### src/rtl/count_cmd_pkg.sv
// Shared types and constants for the counter command front-end.
package count_cmd_pkg;

  typedef enum logic [2:0] {
    CMD_NONE,
    CMD_STOP,
    CMD_START,
    CMD_UP,
    CMD_DOWN
  } cmd_e;

  typedef enum logic [1:0] {
    RPT_IDLE,
    RPT_DELAY,
    RPT_REPEAT
  } rpt_state_e;

  localparam int unsigned NUM_BTN   = 4;
  localparam int unsigned BTN_STOP  = 0;
  localparam int unsigned BTN_START = 1;
  localparam int unsigned BTN_UP    = 2;
  localparam int unsigned BTN_DOWN  = 3;

  // Fixed priority: stop > start > up > down.
  function automatic cmd_e pick_cmd(input logic [NUM_BTN-1:0] pend);
    cmd_e sel;
    sel = CMD_NONE;
    if (pend[BTN_STOP])       sel = CMD_STOP;
    else if (pend[BTN_START]) sel = CMD_START;
    else if (pend[BTN_UP])    sel = CMD_UP;
    else if (pend[BTN_DOWN])  sel = CMD_DOWN;
    return sel;
  endfunction

endpackage

### src/rtl/count_cmd_sequencer_btn_debounce.sv
// Per-button 2-flop synchroniser, stability debounce and registered press pulse.
module btn_debounce #(
  parameter int unsigned DEBOUNCE_CYCLES = 1_000_000,
  parameter int unsigned TMR_W           = 27
) (
  input  logic Clk100M,
  input  logic reset,
  input  logic raw,
  output logic stable,
  output logic press
);

  localparam logic [TMR_W-1:0] TMR_LAST = TMR_W'(DEBOUNCE_CYCLES - 1);

  logic             sync1;
  logic             sync2;
  logic [TMR_W-1:0] tmr;

  always_ff @(posedge Clk100M) begin
    if (reset) begin
      sync1  <= 1'b0;
      sync2  <= 1'b0;
      stable <= 1'b0;
      press  <= 1'b0;
      tmr    <= '0;
    end else begin
      sync1 <= raw;
      sync2 <= sync1;
      press <= 1'b0;
      if (sync2 == stable) begin
        tmr <= '0;
      end else if (tmr == TMR_LAST) begin
        // Accept the new level; only a 0->1 acceptance is a press.
        stable <= sync2;
        press  <= sync2;
        tmr    <= '0;
      end else begin
        tmr <= tmr + 1'b1;
      end
    end
  end

endmodule

### src/rtl/count_cmd_sequencer.sv
// Button front-end: debounce, auto-repeat for up/down, and fixed-priority
// command arbiter driving single-cycle pulses to the counter.
module count_cmd_sequencer
  import count_cmd_pkg::*;
#(
  parameter int unsigned DEBOUNCE_CYCLES = 1_000_000,
  parameter int unsigned REPEAT_DELAY    = 50_000_000,
  parameter int unsigned REPEAT_PERIOD   = 10_000_000,
  parameter int unsigned TMR_W           = 27
) (
  input  logic Clk100M,
  input  logic reset,
  input  logic btn_start,
  input  logic btn_stop,
  input  logic btn_up,
  input  logic btn_down,
  output logic start,
  output logic stop,
  output logic up,
  output logic down,
  output logic cmd_drop
);

  localparam logic [TMR_W-1:0] DLY_LAST = TMR_W'(REPEAT_DELAY - 1);
  localparam logic [TMR_W-1:0] PER_LAST = TMR_W'(REPEAT_PERIOD - 1);

  logic [NUM_BTN-1:0] raw;
  logic [NUM_BTN-1:0] stable;
  logic [NUM_BTN-1:0] press;
  logic [NUM_BTN-1:0] ev;
  logic [NUM_BTN-1:0] iss;
  logic [NUM_BTN-1:0] clr;
  logic [NUM_BTN-1:0] merged;
  logic [NUM_BTN-1:0] pend_q;
  logic [NUM_BTN-1:0] pend_d;
  logic [1:0]         rpt_stable;
  logic [1:0]         rpt_press;
  logic [1:0]         rpt_ev;
  cmd_e               sel;

  assign raw[BTN_STOP]  = btn_stop;
  assign raw[BTN_START] = btn_start;
  assign raw[BTN_UP]    = btn_up;
  assign raw[BTN_DOWN]  = btn_down;

  for (genvar g = 0; g < NUM_BTN; g++) begin : g_db
    btn_debounce #(
      .DEBOUNCE_CYCLES(DEBOUNCE_CYCLES),
      .TMR_W          (TMR_W)
    ) u_db (
      .Clk100M(Clk100M),
      .reset  (reset),
      .raw    (raw[g]),
      .stable (stable[g]),
      .press  (press[g])
    );
  end

  assign rpt_stable = {stable[BTN_DOWN], stable[BTN_UP]};
  assign rpt_press  = {press[BTN_DOWN], press[BTN_UP]};

  // Index 0 repeats up, index 1 repeats down.
  for (genvar r = 0; r < 2; r++) begin : g_rpt
    rpt_state_e       state_q, state_d;
    logic [TMR_W-1:0] tmr_q, tmr_d;
    logic             fire;

    always_comb begin
      state_d = state_q;
      tmr_d   = tmr_q + 1'b1;
      fire    = 1'b0;
      if (!rpt_stable[r]) begin
        state_d = RPT_IDLE;
        tmr_d   = '0;
      end else begin
        case (state_q)
          RPT_IDLE: begin
            tmr_d = '0;
            if (rpt_press[r]) state_d = RPT_DELAY;
          end
          RPT_DELAY: begin
            if (tmr_q == DLY_LAST) begin
              fire    = 1'b1;
              state_d = RPT_REPEAT;
              tmr_d   = '0;
            end
          end
          RPT_REPEAT: begin
            if (tmr_q == PER_LAST) begin
              fire  = 1'b1;
              tmr_d = '0;
            end
          end
          default: begin
            state_d = RPT_IDLE;
            tmr_d   = '0;
          end
        endcase
      end
    end

    always_ff @(posedge Clk100M) begin
      if (reset) begin
        state_q <= RPT_IDLE;
        tmr_q   <= '0;
      end else begin
        state_q <= state_d;
        tmr_q   <= tmr_d;
      end
    end

    assign rpt_ev[r] = fire;
  end

  always_comb begin
    ev         = press;
    ev[BTN_UP]   = press[BTN_UP]   | rpt_ev[0];
    ev[BTN_DOWN] = press[BTN_DOWN] | rpt_ev[1];

    sel = pick_cmd(pend_q);
    iss = '0;
    case (sel)
      CMD_STOP:  iss[BTN_STOP]  = 1'b1;
      CMD_START: iss[BTN_START] = 1'b1;
      CMD_UP:    iss[BTN_UP]    = 1'b1;
      CMD_DOWN:  iss[BTN_DOWN]  = 1'b1;
      default:   iss = '0;
    endcase

    clr = iss;
    if (sel == CMD_STOP) begin
      clr[BTN_UP]   = 1'b1;
      clr[BTN_DOWN] = 1'b1;
    end

    // An event on a flag that stays pending this cycle is absorbed and lost;
    // an event on a flag being issued re-arms it.
    merged = ev & pend_q & ~iss;
    pend_d = (pend_q & ~clr) | (ev & ~merged);
  end

  always_ff @(posedge Clk100M) begin
    if (reset) begin
      pend_q   <= '0;
      start    <= 1'b0;
      stop     <= 1'b0;
      up       <= 1'b0;
      down     <= 1'b0;
      cmd_drop <= 1'b0;
    end else begin
      pend_q   <= pend_d;
      stop     <= (sel == CMD_STOP);
      start    <= (sel == CMD_START);
      up       <= (sel == CMD_UP);
      down     <= (sel == CMD_DOWN);
      cmd_drop <= |merged;
    end
  end

endmodule
### config.mk
export PLATFORM = sky130hd
export DESIGN_NAME = count_cmd_sequencer
export DESIGN_NICKNAME = d
export VERILOG_FILES = /design/src/rtl/count_cmd_pkg.sv /design/src/rtl/count_cmd_sequencer_btn_debounce.sv /design/src/rtl/count_cmd_sequencer.sv
export SDC_FILE = /design/constraint.sdc
export NUM_CORES = 1
export LEC_CHECK = 0
export ABC_AREA = 1
export CELL_PAD_IN_SITES_DETAIL_PLACEMENT = 0
export CELL_PAD_IN_SITES_GLOBAL_PLACEMENT = 1
export CORE_MARGIN = 8
export CORE_UTILIZATION = 47
export CTS_CLUSTER_DIAMETER = 100
export CTS_CLUSTER_SIZE = 28
export DETAILED_ROUTE_END_ITERATION = 7
export HOLD_SLACK_MARGIN = 0.05
export PLACE_DENSITY_LB_ADDON = 0.1
export SETUP_SLACK_MARGIN = 0.05
export SLEW_MARGIN = 30
export SYNTH_ARGS = -nofsm -noshare
export SYNTH_HDL_FRONTEND = slang
export SYNTH_SLANG_ARGS = --single-unit
### constraint.sdc
create_clock -name Clk100M -period 2.13 [get_ports Clk100M]
set_input_delay 0.426 -clock Clk100M [delete_from_list [all_inputs] [get_ports Clk100M]]
set_output_delay 0.426 -clock Clk100M [all_outputs]
set_load 0.01 [all_outputs]
# Word level (Yosys, flattened, before mapping)
# Cells that the tools add are included.
dict set report word_totals {
  input_bits 6
  output_inout_bits 5
  latch_bits 0
  ff_bits 191
  romBits 0
  ramBits 0
  n_memories 0
}
dict set report classes {
  eq_ne 24
  n_mux 29
  addsub 6
  n_lt_le_gt_ge 0
  reduce_logical 19
  shifts 0
  bitwise 22
  mul 0
  n_div 0
}
# cell count
set ops {}
lappend ops {{adder 27 x 1 -> 27 bit, second input constant} 6}
lappend ops {{== test 27 x 20 -> 1 bit, second input constant} 4}
lappend ops {{2-to-1 mux 27 bit} 4}
lappend ops {{one-hot mux 27 bit (2 select lines)} 2}
lappend ops {{== test 27 x 24 -> 1 bit, second input constant} 2}
lappend ops {{== test 27 x 26 -> 1 bit, second input constant} 2}
lappend ops {{OR reduction 3 bit} 8}
lappend ops {{AND 4 bit} 4}
lappend ops {{2-to-1 mux 3 bit} 4}
lappend ops {{NOT 1 bit} 12}
lappend ops {{NOT 4 bit} 3}
lappend ops {{one-hot mux 2 bit (3 select lines)} 2}
lappend ops {{2-to-1 mux 1 bit} 10}
lappend ops {{2-to-1 mux 2 bit} 5}
lappend ops {{AND reduction 2 bit} 4}
lappend ops {{== test 3 x 2 -> 1 bit, second input constant} 2}
lappend ops {{AND reduction 3 bit} 2}
lappend ops {{== test 1 bit} 4}
lappend ops {{== test 2 x 1 -> 1 bit, second input constant} 2}
lappend ops {{== test 2 bit, second input constant} 2}
lappend ops {{logical NOT 2 bit} 2}
lappend ops {{inequality test 2 x 1 -> 1 bit, second input constant} 2}
lappend ops {{inequality test 2 bit, second input constant} 2}
lappend ops {{OR 4 bit} 1}
lappend ops {{other kinds (6)} 9}

# Depth between registers and ports, before layout
# Gate-level depths: netlist of run 1.
dict set report depth {
  depth_word 11
  depth_mapped 13
  mapped_depth_nobuf 13
}

# Modules after synthesis
# Synthesis of run 1 repeated with hierarchy kept, for this count alone.
dict set report unflattened {
  hier_cells 1567
  area_unflattened_um2 10297.4
}
# module instances area_each_um2 cells_each
set modules_own_cells {}
lappend modules_own_cells {btn_debounce 4 1677.9 261}
lappend modules_own_cells {count_cmd_sequencer 1 3585.9 523}

# Worst setup path before layout of run 1
# Ideal clock, no wire load.
dict set report synth_path {
  kind {register to register}
  startpoint {register g_db[1].u_db.tmr[0]}
  endpoint {register g_db[1].u_db.tmr[23]}
  arrival_time_ns 1.567
  t_required_ns 2.008
  path_buffers 2
  setup_slack_ns 0.441
  path_stages_with_launch 8
  period_less_slack_ns 1.689
  path_cell_list {dfxtp_1 > ha_1 > nand3_2 > or3_1 > buf_2 > o21ai_4 > buf_6 > a21oi_1}
}
dict set report synth_between {
  elab_chain_cells 2
}
# element line
set synth_lines {}
lappend synth_lines {{start, declared} count_cmd_sequencer_btn_debounce.sv:17} ;# logic [TMR_W-1:0] tmr;
lappend synth_lines {{start signal, assigned} count_cmd_sequencer_btn_debounce.sv:38} ;# tmr <= tmr + 1'b1;
lappend synth_lines {{branches (longest 2 deep; another with adder 27 x 1 -> 27 bit)} n/a}
# Several ways; the timed one is not identified.
# A chain may end at the register's enable or synchronous reset.

# Final worst setup path of run 1
dict set report layout_path {
  startpoint {register g_rpt[0].tmr_q[0]}
  endpoint {register g_rpt[0].tmr_q[23]}
}
dict set report layout_between {
  elab_chain_cells 3
}
# element line
set layout_lines {}
lappend layout_lines {{start, declared} count_cmd_sequencer.sv:65} ;# logic [TMR_W-1:0] tmr_q, tmr_d;
lappend layout_lines {{start signal, assigned} count_cmd_sequencer.sv:108} ;# tmr_q <= tmr_d;
lappend layout_lines {{adder 27 x 1 -> 27 bit, or another cell as far along} count_cmd_sequencer.sv:70} ;# tmr_d = tmr_q + 1'b1;
lappend layout_lines {{2-to-1 mux 27 bit (on tied branches)} {count_cmd_sequencer.sv:89, count_cmd_sequencer.sv:82}}
lappend layout_lines {{one-hot mux 27 bit (2 select lines) *} count_cmd_sequencer.sv:76} ;# case (state_q)
# Mark *: on every way between the ends. The rest lies on a longest branch, timed or not.

==> results.cfg, run 1 <==
[worst_setup_path]
crit_start = g_rpt[0].tmr_q[0]
worst_ep_arrival_time_ps = 2180
r2r_slack_ps = 270
startpoint_type = flip-flop
r2r-end = g_rpt[0].tmr_q[23]
cpPeakStageDelay_ps = 360
cp_max_fo = 27
slowest_stage = dfxtp_1
ff2ff_path_depth = 10
cp_cell_sequence = ha_1, nand2_1, nor2_4, nand3_1, nor3_2, nand4_1, nand2_1, o21ai_2, nand2_8, nor2_1
required_ps = 2440
r2r_start = g_rpt[0].tmr_q[0]
critPathMostFrequentCell = nand2_1
crit_end = g_rpt[0].tmr_q[23]
endpoint_kind = flip-flop
crit_type = flip-flop to flip-flop

[synth]
synth_simple_gate_area_frac = 0.369
synth-adder-area-share = 0.0159
synth_seq_cells = 191
synth_xor_xnor_area_share = 0.0809
synthesis.area_um2 = 9420
synth_nets = 1301
netlist-cell-type-count = 44
synth-compound-area-share = 0.0485
synth_cells = 1283
syn_area_per_cell_um2 = 7.35
synthMuxAreaShare = 0
yosysSeqAreaShare = 0.406
yosys_warnings = 0
synth_top_family_by_area = simple AND/OR/NAND/NOR gates

[power]
clkPwrFrac = 0.465
p_per_area_nw_per_um2 = 651
p_seq_frac = 0.525
power.total_mw = 6.82
power.net_switching_mw = 1.53
p_int_mw = 5.29
power_frac_comb = 0.009
leakagePower_nw = 3.49
ir_drop_v = 0.000498
swShare = 0.224

[floorplanning]
placementRows = 52
die_h_um = 158
die_area_um2 = 24800
initial_utilization = 0.472
fp.coreArea_um2 = 20000
die_w_um = 158
ios = 11

[placement]
place.gp.congestion = 0.791
dp_hpwl_mm = 13.6
numPortBuffers = 10

[cells_and_area]
antenna_cells = 0
drive_gt1_frac = 0.0911
fill_cells = 2057
nets = 1322
finish.utilization = 0.525
final_common_cell = nand2_1
regArea_um2 = 3820
multi_input_area_um2 = 4870
area.growth.synth_to_final_pct = 11.2
mostFrequentLayoutCells = 229 x nand2_1, 221 x nor2_1, 191 x dfxtp_1, 165 x inv_1, 61 x nand3_1

[cts]
ctsHoldBuffers = 0
tritoncts = done
clk-insertion-delay-late_ps = 430
postCtsSetupBuffers = 0
clock_path_buffers = 2
numCtsBuffers = 17
htreeDepth = 4
cts.sinks = 191
cts-root-buf = clkbuf_16
clk_pin_slew_worst_paths_ps = 70

[detailed_routing]
wl_per_cell_um = 11.7
wl_mm = 18.6
routed_via_density = 4.80
via_count = 7612
firstDrtPassIters = 4
drcViolationCount = 0
antenna_left = 0
drtIter0Drc = 258

[sta]
skew_ps = 10.2
period_share = 0.875
rsz0062_at_grt = yes
setup_viol = 0
slew_viol_final = 0
finalSetupTns_ps = 0
worst_slew_pin_slew_ps = 407
hold_viol_final = 0
fmax_mhz = 536
whs_ps = 401
slew_headroom = 0.727
min_period_ps = 1860

[grt]
grt_pass1_wl_mm = 33.0
grt_max_degree = 28
overflow = 0
grt_pass1_vias = 7284
grt_usage = 0.160
antenna_found_initial = 0

[run_status]
outcome = complete, no violations

[min_path]
hp-class = flip-flop to flip-flop

[run]
maxCapViolCount = 0
-- sequential cells by signal (all words and copies together), names as in the netlist, 4 cells and up --
register	flops
g_db.u_db.sync2	4
g_db.u_db.press	4
g_rpt.tmr_q	54
g_rpt.state_q	4
pend_q	4
g_db.u_db.stable	4
g_db.u_db.sync1	4
g_db.u_db.tmr	108
-- worst max-delay path: cells and delay by family, from the launching register on --
family	cells	cell delay, ps
AO/OA/AOI/OAI	1	110
flip-flops	1	360
adder cells (fa/ha/maj)	1	190
AND/OR/NAND/NOR	8	1080
-- layer usage --
metal,global-route usage,vias to the layer above,wire [um]
li1,-,4147,-
met1,0.209,3395,9580
met2,0.267,47,8460
met3,0.0254,23,300
met4,0.0499,0,278
met5,0,-,0
-- synth_stat cells --
cell type	instances	area [um2]
clkbuf_1	3	11.3
nor3_2	5	50.1
nor3b_1	18	135
or3_1	1	6.26
o21ai_4	1	16.3
nor4_2	2	25.0
o21bai_1	2	15.0
nor3_4	5	81.3
inv_2	4	15.0
a21oi_2	1	8.76
nand3_2	9	90.1
a21oi_1	47	235
a211oi_1	1	7.51
inv_1	165	619
nand4_1	40	250
a21boi_0	2	15.0
or2_2	13	81.3
nor2_4	7	78.8
nor2_1	221	830
buf_4	5	37.5
nand2_1	229	860
o21ai_1	2	10.0
or2_0	2	12.5
xnor2_1	31	272
buf_6	4	45.0
nand4_4	1	21.3
nor3_1	53	265
a31oi_1	5	31.3
ha_1	12	150
o21ai_2	2	17.5
and2_1	1	6.26
nand3b_1	7	52.6
nor3b_2	1	12.5
nor4_1	22	138
nand2_4	2	22.5
nand2_2	10	62.6
nand3_1	61	305
o21ai_0	18	90.1
buf_2	4	20.0
clkinv_1	1	3.75
o211a_1	1	10.0
xor2_1	56	490
nor2_2	15	93.8
dfxtp_1	191	3820
-- cell families after synthesis --
logic type,after synthesis
and+or+nand+nor,725
DFF,191
buffers and inverters,186
xor gates and xnor gates,87
AOI/OAI and AO/OA,82
adders and majority gates,12
-- how the worst min path moves through the flow --
stage,from,endpoint,cells after the start
after floorplan,g_db[0].u_db.sync1,g_db[0].u_db.sync2,2
after global placement,g_db[0].u_db.press,pend_q[0],2
after detailed placement,g_db[3].u_db.sync1,g_db[3].u_db.sync2,2
after CTS,g_db[3].u_db.sync1,g_db[3].u_db.sync2,2
after global routing,g_db[3].u_db.sync1,g_db[3].u_db.sync2,2
final,g_db[3].u_db.sync1,g_db[3].u_db.sync2,2
-- power groups by stage --
stage          clock network (mW)  registers [mW]  logic (mW)
6_report                     3.17            3.58      0.0635
4_1_cts                      3.29            3.58      0.0651
3_3_place_gp                    0            3.67      0.0641
3_5_place_dp                    0            3.67      0.0647
2_1_floorplan                   0            3.66      0.0379
5_1_grt                      3.44            3.58      0.0713
-- through the flow --
| stage | worst slack (ps) | instances | cell area, um2 |
|---|---|---|---|
| 6_report | 266 | 1587 | 10500 |
| 5_1_grt | 42.5 | 1587 | 10500 |
| 4_1_cts | 137 | 1587 | 10500 |
| 2_1_floorplan | 441 | 1283 | 9420 |
| 3_3_place_gp | 147 | 1555 | 9870 |
| 3_5_place_dp | 127 | 1555 | 9870 |
-- what timing repair did --
item / CTS / global route
hold endpoints to repair: 0 / 0
resized for setup: 0 / 4
setup endpoints to repair: 0 / 29
-- final cells by class --
class / instances / share of cell area
Sequential cell: 191 / 0.365
Timing Repair Buffer: 18 / 0.0213
Clock buffer: 18 / 0.0419
Multi-Input combinational cell: 906 / 0.465
Tap cell: 270 / 0.0322
Clock inverter: 14 / 0.0139
Inverter: 170 / 0.0609
No activity file was read; power rests on OpenSTA's default activity.
==> run 2, diff against run 1 <==
Settings changed: CELL_PAD_IN_SITES_DETAIL_PLACEMENT 0 to unset, CELL_PAD_IN_SITES_GLOBAL_PLACEMENT 1 to unset, CORE_UTILIZATION 47 to 30, GPL_ROUTABILITY_DRIVEN set to 0, PLACE_DENSITY_LB_ADDON 0.1 to unset.
==> run 2 against run 1 <==
Against the previous run: power decreased by 1.6%; largest cell class unchanged; maximum frequency increased by 0.72%; cell count increased by 8.2%; largest power group unchanged; setup slack improved by 13 ps; non-clock buffer count decreased by 2.
==> results.cfg, run 2 (synthesis results as in run 1) <==
[run_status]
outcome = complete, no violations

[cts]
htreeDepth = 4
post_cts_resized = 0
postCtsSetupBuffers = 0
cts.sinks = 191
numCtsBuffers = 17
tritoncts = done
clk_pin_slew_worst_paths_ps = 70
clock_path_buffers = 2
ctsHoldBuffers = 0
clk-insertion-delay-late_ps = 430
cts-root-buf = clkbuf_16

[cells_and_area]
mostFrequentLayoutCells = 229 x nand2_1, 221 x nor2_1, 191 x dfxtp_1, 165 x inv_1, 61 x nand3_1
regArea_um2 = 3820
nets = 1320
antenna_cells = 0
area.growth.synth_to_final_pct = 12.5
drive_gt1_frac = 0.0859
largest_register_ffs = 108
fill_cells = 3346
final_common_cell = nand2_1
regMostFlops = g_db.u_db.tmr
largestRegisters = g_db.u_db.tmr x108, g_rpt.tmr_q x54
multi_input_area_um2 = 4860

[worst_setup_path]
critPathBufInv = 0
ff2ff_path_depth = 8
cp.depth = 8
worst_ep_arrival_time_ps = 2170
required_ps = 2450
cpPeakStageDelay_ps = 410
endpoint_kind = flip-flop
crit_type = flip-flop to flip-flop
cp_cell_sequence = ha_1, nand2_1, nor2_4, nand3_1, nor4_1, o21ai_2, nand2_8, nor2_1
r2r_slack_ps = 280
slowest_stage = nor4_1
crit_family = simple AND/OR/NAND/NOR gates
startpoint_type = flip-flop
cp_max_fo = 27

[grt]
grt_usage = 0.0994
overflow = 0
grt_max_degree = 28
grt_pass1_wl_mm = 32.4
antenna_found_initial = 0
grt_pass1_vias = 7209

[detailed_routing]
antenna_left = 0
drtIter0Drc = 452
wl_mm = 18.3
drcViolationCount = 0
routed_via_density = 4.53
via_count = 7783
firstDrtPassIters = 5
wl_per_cell_um = 10.6

[floorplanning]
die_area_um2 = 37300
ios = 11
placementRows = 65
die_h_um = 193
die_w_um = 193
fp.coreArea_um2 = 31200
initial_utilization = 0.302

[sta]
min_period_ps = 1850
whs_ps = 398
slew_headroom = 0.645
finalSetupTns_ps = 0
setup_viol = 0
rsz0062_at_grt = no
slew_viol_final = 0
fmax_mhz = 540
hold_viol_final = 0
skew_ps = 11.2
worst_slew_pin_slew_ps = 529
period_share = 0.869

[power]
ir_drop_v = 0.000382
p_per_area_nw_per_um2 = 633
leakagePower_nw = 3.47

[placement]
dp_hpwl_mm = 13.6
numPortBuffers = 10

[min_path]
hp-class = flip-flop to flip-flop
hold_depth = 2

[run]
maxCapViolCount = 0
[run 2: stage by stage]
stage | total power, mW | area, um2 | worst slack (ps) | utilization | cells
final | 6.71 | 10600 | 279 | 0.339 | 1717
after global routing | 6.97 | 10600 | 59.0 | 0.339 | 1717
after CTS | 6.81 | 10600 | 185 | 0.339 | 1717
after detailed placement | 3.73 | 10000 | 191 | 0.321 | 1685
after global placement | 3.73 | 10000 | 227 | 0.321 | 1685
after floorplan | 3.70 | 9420 | 441 | - | 1283
[run 2: path summary, 6_finish.rpt]
path	endpoint	from
worst max-delay path	g_rpt[0].tmr_q[8]	g_rpt[0].tmr_q[0]
worst min-delay path	g_db[2].u_db.sync2	g_db[2].u_db.sync1
worst max register to register	g_rpt[0].tmr_q[8]	g_rpt[0].tmr_q[0]
worst min register to register	g_db[2].u_db.sync2	g_db[2].u_db.sync1
[run 2: tightest hold or removal path, delay by kind of cell (launching register included)]
kind	cells	cell delay (ps)
AND/OR/NAND/NOR	1	30
buffers and inverters	1	40
flip-flops	1	300
[run 2: layout make-up]
cell class | count | area share
timing repair buffer | 16 | 0.0208
tap | 402 | 0.0475
multi-input combinational | 906 | 0.458
clock buffer | 21 | 0.0425
clock inverter | 11 | 0.0100
inverter | 170 | 0.0602
sequential | 191 | 0.361
[run 2: per-layer routing]
| layer | up-vias | wire [um] | GRT usage |
|---|---|---|---|
| met5 | - | 0 | 0 |
| met4 | 0 | 260 | 0.0365 |
| met3 | 17 | 335 | 0.0174 |
| met2 | 69 | 8150 | 0.161 |
| met1 | 3555 | 9520 | 0.131 |
| li1 | 4142 | - | - |
[run 2: where the power goes]
group	switching (mW)	total (mW)	leakage (nW)	internal, mW
Clock	1.40	3.06	0.270	1.66
Combinational	0.0381	0.0652	1.66	0.0271
Sequential	0.00557	3.58	1.54	3.58
Total	1.45	6.71	3.47	5.26
